==> src/rtl/uart_tx.sv <==
// Byte-wide transmit FIFO feeding an 8N1/8N2 serial transmitter.
// Divisor and stop-bit count are captured when a frame starts and held until it ends.
module uart_tx #(
  parameter int FIFO_DEPTH = 8,
  parameter int DIV_WIDTH  = 16
) (
  input  logic                          clock,
  input  logic                          reset,
  input  logic                          in_valid,
  output logic                          in_ready,
  input  logic [7:0]                    in_data,
  input  logic [DIV_WIDTH-1:0]          div,
  input  logic                          nstop,
  input  logic                          txen,
  output logic                          txd,
  output logic                          busy,
  output logic [$clog2(FIFO_DEPTH):0]   count
);

  localparam int AW = $clog2(FIFO_DEPTH);
  localparam logic [AW:0] FULL = (AW+1)'(FIFO_DEPTH);

  typedef enum logic [1:0] {IDLE, START, DATA, STOP} state_t;

  // Handshake: a byte moves when in_valid && in_ready at a rising edge;
  // in_ready depends only on registered count, so it never reacts to a same-cycle pop.
  state_t                 state;
  logic [7:0]             mem [FIFO_DEPTH];
  logic [AW-1:0]          wr_ptr;
  logic [AW-1:0]          rd_ptr;
  logic [7:0]             shreg;
  logic [DIV_WIDTH-1:0]   div_l;
  logic [DIV_WIDTH-1:0]   period_cnt;
  logic                   nstop_l;
  logic [2:0]             bit_cnt;
  logic                   push;
  logic                   bit_end;
  logic                   frame_end;
  logic                   start_frame;

  assign in_ready    = (count != FULL);
  assign push        = in_valid && in_ready;
  assign bit_end     = (period_cnt == '0);
  assign frame_end   = (state == STOP) && bit_end && (bit_cnt == '0);
  assign start_frame = txen && (count != '0) && ((state == IDLE) || frame_end);
  assign busy        = (state != IDLE) || (count != '0);

  always_ff @(posedge clock) begin
    if (push) mem[wr_ptr] <= in_data;
  end

  always_ff @(posedge clock) begin
    if (reset) begin
      state      <= IDLE;
      txd        <= 1'b1;
      wr_ptr     <= '0;
      rd_ptr     <= '0;
      count      <= '0;
      shreg      <= '0;
      div_l      <= '0;
      nstop_l    <= 1'b0;
      period_cnt <= '0;
      bit_cnt    <= '0;
    end else begin
      if (push)        wr_ptr <= wr_ptr + 1'b1;
      if (start_frame) rd_ptr <= rd_ptr + 1'b1;
      if (push && !start_frame)      count <= count + 1'b1;
      else if (!push && start_frame) count <= count - 1'b1;

      if (start_frame) begin
        state      <= START;
        txd        <= 1'b0;
        shreg      <= mem[rd_ptr];
        div_l      <= div;
        nstop_l    <= nstop;
        period_cnt <= div;
        bit_cnt    <= '0;
      end else begin
        case (state)
          IDLE: txd <= 1'b1;
          START: begin
            if (bit_end) begin
              state      <= DATA;
              txd        <= shreg[0];
              shreg      <= {1'b0, shreg[7:1]};
              period_cnt <= div_l;
              bit_cnt    <= '0;
            end else begin
              period_cnt <= period_cnt - 1'b1;
            end
          end
          DATA: begin
            if (bit_end) begin
              period_cnt <= div_l;
              if (bit_cnt == 3'd7) begin
                // bit_cnt now counts stop bits remaining after the current one
                state   <= STOP;
                txd     <= 1'b1;
                bit_cnt <= {2'b00, nstop_l};
              end else begin
                txd     <= shreg[0];
                shreg   <= {1'b0, shreg[7:1]};
                bit_cnt <= bit_cnt + 1'b1;
              end
            end else begin
              period_cnt <= period_cnt - 1'b1;
            end
          end
          STOP: begin
            if (bit_end) begin
              if (bit_cnt != '0) begin
                bit_cnt    <= bit_cnt - 1'b1;
                period_cnt <= div_l;
              end else begin
                state <= IDLE;
              end
            end else begin
              period_cnt <= period_cnt - 1'b1;
            end
          end
          default: state <= IDLE;
        endcase
      end
    end
  end

endmodule

==> config.mk <==
export PLATFORM = sky130hd
export DESIGN_NAME = uart_tx
export DESIGN_NICKNAME = d
export VERILOG_FILES = /design/src/rtl/uart_tx.sv
export SDC_FILE = /design/constraint.sdc
export NUM_CORES = 1
export LEC_CHECK = 0
export BUFFER_PORTS_ARGS = -buffer_cell sky130_fd_sc_hd__clkbuf_2
export CAP_MARGIN = 20
export CORE_MARGIN = 3
export CORE_UTILIZATION = 45
export DETAILED_ROUTE_END_ITERATION = 8
export PLACE_DENSITY = 0.62
export SETUP_SLACK_MARGIN = 0.3
export SKIP_LAST_GASP = 1
export SLEW_MARGIN = 30
export SYNTH_ARGS = -nofsm -noshare
export SYNTH_HDL_FRONTEND = slang
export SYNTH_SLANG_ARGS = --single-unit
==> constraint.sdc <==
create_clock -name clock -period 4.5 [get_ports clock]
set_input_delay 0.45 -clock clock [delete_from_list [all_inputs] [get_ports clock]]
set_output_delay 0.45 -clock clock [all_outputs]
set_load 0.02 [all_outputs]
# Word level (Yosys, flattened, before mapping)

Memory sizes are Yosys's and may differ from the RTL's. A register that Yosys moved wholly into a read port is not among the register bits.
Cells that the tools add are included.

Bits of input ports: 29
Output and inout port bits: 7
Memories: 1
Register bits: 57
RAM bits: 64
Logic and storage cells: 102

Memories:

| name | words | bits a word | read ports | clocked after memory_dff | write ports | RTL line | RTL |
|---|---|---|---|---|---|---|---|
| mem  | 8     | 8           | 1          | 1                        | 1           | 28       | `logic [7:0] mem [FIFO_DEPTH];` |

$add $sub $neg: 7
Eq/ne operators: 18
Reduce and logical (&&, ||, !) cells: 31
Muxes and demuxes: 34

Operator list:

| cell                    | count |
|---|---|
| $mux W16                | 4 |
| $mux W8                 | 4 |
| $pmux W16 S2            | 1 |
| $mux W3                 | 7 |
| $ne A3 B3 Y1 const B    | 6 |
| $logic_not A16 Y1       | 1 |
| $pmux W8 S2             | 1 |
| $sub A16 B1 Y16 const B | 1 |
| $reduce_and A6 Y1       | 2 |
| $reduce_bool A3 Y1      | 4 |
| $reduce_bool A4 Y1      | 3 |
| $mux W2                 | 5 |
| $ne A2 B2 Y1 const B    | 5 |
| $add A3 B1 Y3 const B   | 3 |
| $pmux W3 S3             | 1 |
| $mux W4                 | 2 |
| $logic_and A1 B1 Y1     | 7 |
| $mux W1                 | 7 |
| $pmux W2 S3             | 1 |
| $reduce_and A5 Y1       | 1 |
| $add A4 B1 Y4 const B   | 1 |
| $eq A2 B2 Y1 const B    | 2 |
| $ne A4 B3 Y1 const B    | 1 |
| $ne A4 B4 Y1 const B    | 1 |
| other kinds (15)        | 19 |

# Longest topological paths before layout

Depth after elaboration: 8
Depth in mapped cells: 15
Gate-level depth less buffers: 14

# Worst setup path after synthesis

No wires, ideal clock.

Path type: register to register
Start: register state[0]
End: register count[3]
Arrival: 3.188 ns
Setup time: 0.070 ns
Data required time: 4.430 ns
Path slack: 1.241 ns
Stages on the path, launching flop included: 16
Buffers on the path: 2
Period minus slack after synthesis: 3.259 ns
Cell sequence: dfxtp_1 -> ha_1 -> buf_2 -> nor4bb_1 -> nand4_1 -> o21ai_1 -> inv_2 -> clkbuf_1 -> ha_1 -> inv_1 -> ha_1 -> a21o_1 -> a21oi_1 -> xnor2_1 -> or3_1 -> a21oi_1

Word-level cells in the longest chain between the ends: 8
Elaborated cells between the ends (all ways): 11
Classes of those cells: 1 x eq/ne; 1 x mux; 9 x reduce/logical

RTL lines:

| item                                          | RTL line | RTL |
|---|---|---|
| start: declaration                            | 27       | `state_t state;` |
| start signal: assignment                      | 54       | `state <= IDLE;` |
| start signal: assignment                      | 71       | `state <= START;` |
| start signal: assignment                      | 83       | `state <= DATA;` |
| $eq A2 B2 Y1                                  | 44       | `assign frame_end = (state == STOP) && bit_end && (bit_cnt == '0);` |
| $logic_and A1 B1 Y1 (2 in a row)              | 44       |  |
| $logic_or A1 B1 Y1 (*)                        | 45       | `assign start_frame = txen && (count != '0) && ((state == IDLE) \|\| frame_end);` |
| $logic_and A1 B1 Y1 (*)                       | 45       |  |
| $logic_not A1 Y1                              | 67       | `if (push && !start_frame) count <= count + 1'b1;` |
| $logic_and A1 B1 Y1                           | 67       |  |
| $mux W4 or $reduce_bool A2 Y1 (tied branches) | --       |  |
| end signal: assignment                        | 67       |  |
| end signal: assignment                        | 68       | `else if (!push && start_frame) count <= count - 1'b1;` |
| end: declaration                              | 17       | `output logic [$clog2(FIFO_DEPTH):0] count` |

Every way passes the cells marked *; elsewhere a longest branch is shown, timed or not.
A chain may end at the register's enable or synchronous reset.

# Final worst setup path

Same ends and word-level chain as after synthesis.

==> run_results.csv <==
group,metric,value,unit
status,status,"finished, final reports clean",
timing,rsz0062_at_grt,"no",
timing,setup_viol,0,
detailed_routing,dr_total_vias,3976,
timing,finalHoldViolations,0,
global_route,grt_pass1_vias,3873,
global_route,use_met2,28.67,%
global_route,grtUsageMet1,23.18,%
detailed_routing,route.detailed.drc,0,
clock_network,cts_hold_buf,0,
finish,fillers,1058,
global_route,grt_max_degree,56,
global_route,track_usage,17.92,%
clock_network,cts.sinks,124,
yosys,synth_area,5713,sq um
critical_path,cpMostUsedCell,"ha_1",
floorplanning,coreArea,12210,sq um
clock_network,path_clk_slew,60,ps
clock_network,post-cts-setup-buffers,0,
yosys,yosys_warnings,0,
clock_network,h-tree-depth,4,
floorplanning,die_h,118.7,um
global_route,grt_antenna_before_repair,0,
timing,slew_viol_final,0,
finish,multiInputGateArea,2459,sq um
critical_path,critPathArrivalTime,3800,ps
critical_path,critical_path_class,"reg2reg",
critical_path,crit_fanout,52,
detailed_routing,first_pass_iters,5,
global_route,grt.busiest_layer,"met2",
yosys,synth_cell_types,59,
floorplanning,dieWidth,118.7,um
placement,routabilityCongestion,0.9026,
clock_network,cts_tree,"yes",
clock_network,clock_latency,420,ps
clock_network,clockBufferDepth,2,
finish,seqCellArea,3124,sq um
yosys,synthCells,502,
clock_network,cts_buffers,17,
critical_path,required,4840,ps
power,peakVddDrop,380.1,uV
timing,clock_skew,5.555,ps
floorplanning,rows,40,
floorplanning,io_pins,36,
timing,maxSlewHeadroom,41.27,%
finish,antenna_cells,0,
detailed_routing,wl,11990,um
placement,placed_cell_area,6046,sq um
critical_path,start_kind,"register",
timing,tns,0,ps
finish,final_area,6643,sq um
critical_path,crit_slowest_cell,"dfxtp_1",
timing,max_freq,289.4,MHz
clock_network,cts-root-buf,"clkbuf_16",
worst_hold_path,min_path_type,"in2reg",
placement,dp.final_hpwl,7765,um
timing,period_minus_slack,3455,ps
power,p_leak,2.367,nW
global_route,grt_first_pass_wirelength,19870,um
timing,min_period_over_period,76.78,%
finish,drive_above_1_share,19.74,%
yosys,synth_edf_count,64,
detailed_routing,wl_per_cell,16.77,um
detailed_routing,drt.antenna.violating_nets,0,
floorplanning,design.die.area,14080,sq um
finish,area_growth,16.27,%
critical_path,cp_slowest_stage_delay,400,ps
detailed_routing,vias_per_cell,5.561,
global_route,overflow,0,
yosys,ys_seq_elements,124,
yosys,synth_flop_cell,"edfxtp_1",
floorplanning,initial_utilization,46.78,%
critical_path,worstPathCellList,"ha_1 > nor4bb_1 > nand4_1 > o21ai_2 > inv_2 > ha_1 > inv_1 > ha_1 > a21o_1 > a21oi_1 > xnor2_1 > or3_1 > a21oi_1",
detailed_routing,drtIter0Drc,279,
global_route,grtUsageMet3,5.024,%
power,p_per_area,732.6,nW/um^2
yosys,ys_seq_area_share,54.66,%
critical_path,end_kind,"register",
yosys,syn_area_per_cell,11.38,sq um
placement,io_buffers,35,
clock_network,cts_resized,0,
yosys,syn_nets,548,
flow_run,maxCapViolCount,0,
timing,tightest_slew,879.7,ps
finish,nets,580,
yosys,async_reset_ff_share,0,%
[kinds of logic after synthesis]
family,count (synthesis),synth area share [%]
AO/OA/AOI/OAI,128,14.48
multiplexers,28,8.432
XOR/XNOR,8,1.227
buffers and inverters,39,3.066
flip-flops,124,54.66
AND/OR/NAND/NOR,158,14.28
adder cells (fa/ha/maj),17,3.855
[synth_stat cells (all sizes together) (4+ instances only)]
cell	number	area [sq um]
o211ai	6	50.05
nor4	10	98.84
dfxtp	60	1201
xnor2	5	43.79
mux4	16	360.4
nor3	14	95.09
ha	16	200.2
a31oi	4	25.02
nand3	7	35.03
clkbuf	16	60.06
nor2	31	116.4
buf	9	62.55
nand2	61	231.5
nor2b	10	62.56
o22ai	9	56.30
edfxtp	64	1922
a21oi	52	264.0
a211oi	28	215.2
mux2i	11	110.1
o21ai	9	45.04
nand2b	6	37.54
inv	14	52.55
or3	5	31.28
[cell usage in the layout, fill, tap and decap left out, types with 4 or more instances in the layout]
| master | n |
|---|---|
| ha_1 | 16 |
| nand3_1 | 7 |
| nand2b_1 | 6 |
| clkbuf_2 | 34 |
| o211ai_1 | 5 |
| nor2b_1 | 10 |
| o22ai_1 | 9 |
| nor3_2 | 8 |
| a211oi_1 | 27 |
| o21ai_0 | 7 |
| nor4_1 | 7 |
| inv_1 | 13 |
| or3_1 | 5 |
| dfxtp_1 | 59 |
| edfxtp_1 | 64 |
| nand2_1 | 60 |
| mux2i_1 | 11 |
| a21oi_1 | 51 |
| mux4_2 | 16 |
| nor2_1 | 31 |
| a31oi_1 | 4 |
| xnor2_1 | 5 |
| clkbuf_16 | 17 |
| nor3_1 | 6 |
[critical path: cells and delay by family, from the launching register on]
kind                       cells  cell delay [ps]
AOI/OAI and AO/OA              4              690
xor gates and xnor gates       1               90
adders and majority gates      3              940
buffers and inverters          2              470
DFF                            1              400
and+or+nand+nor                3              780
[metrics by stage]
| step | total power, mW | hold WS, ps | worst slack [ps] | utilization, % | instances |
|---|---|---|---|---|---|
| global route | 5.183 | 271.7 | 763.2 | 54.40 | 715 |
| CTS | 4.889 | 246.9 | 1021 | 54.40 | 715 |
| detailed placement | 3.496 | 446.7 | 1044 | 49.51 | 683 |
| floorplan | 3.079 | 433.2 | 1241 | - | 502 |
| finish | 4.866 | 260.1 | 1045 | 54.40 | 715 |
| global placement | 3.478 | 443.8 | 1148 | 49.41 | 683 |
[registers in the layout, summed over array words and instances, names as in the netlist, 3 cells and up, named ones only]
| signal | flops |
|---|---|
| bit_cnt | 3 |
| wr_ptr | 3 |
| div_l | 16 |
| count | 4 |
| rd_ptr | 3 |
| mem | 64 |
| shreg | 8 |
| period_cnt | 16 |
[power by group]
| part | internal, mW | switching, mW | total (mW) |
|---|---|---|---|
| combinational | 0.743 | 1.11 | 1.85 |
| sequential | 1.40 | 0.234 | 1.64 |
| clock | 0.871 | 0.505 | 1.38 |
[metal layers]
metal | up-vias | share of wire, %
li1 | 1955 | -
met1 | 1882 | 44
met2 | 118 | 49
met3 | 21 | 5.3
met4 | 0 | 1.7
met5 | - | 0
[cell type report]
| cell class | count | share of cell area, % |
|---|---|---|
| clock buffer | 18 | 6.461 |
| clock inverter | 14 | 2.524 |
| inverter | 14 | 0.7911 |
| multi-input combinational | 339 | 37.01 |
| sequential | 124 | 47.03 |
| tap | 168 | 3.164 |
| timing repair buffer | 38 | 3.014 |
[final timing paths]
path	to	slack [ps]	depth (start not counted)	startpoint
worst min-delay path	nstop_l	260	3	nstop
worst max-delay path	count[3]	1040	13	state[0]
worst max register to register	count[3]	1040	13	state[0]
worst min register to register	div_l[9]	460	2	div_l[9]
Power figures use the tool's default switching activity.
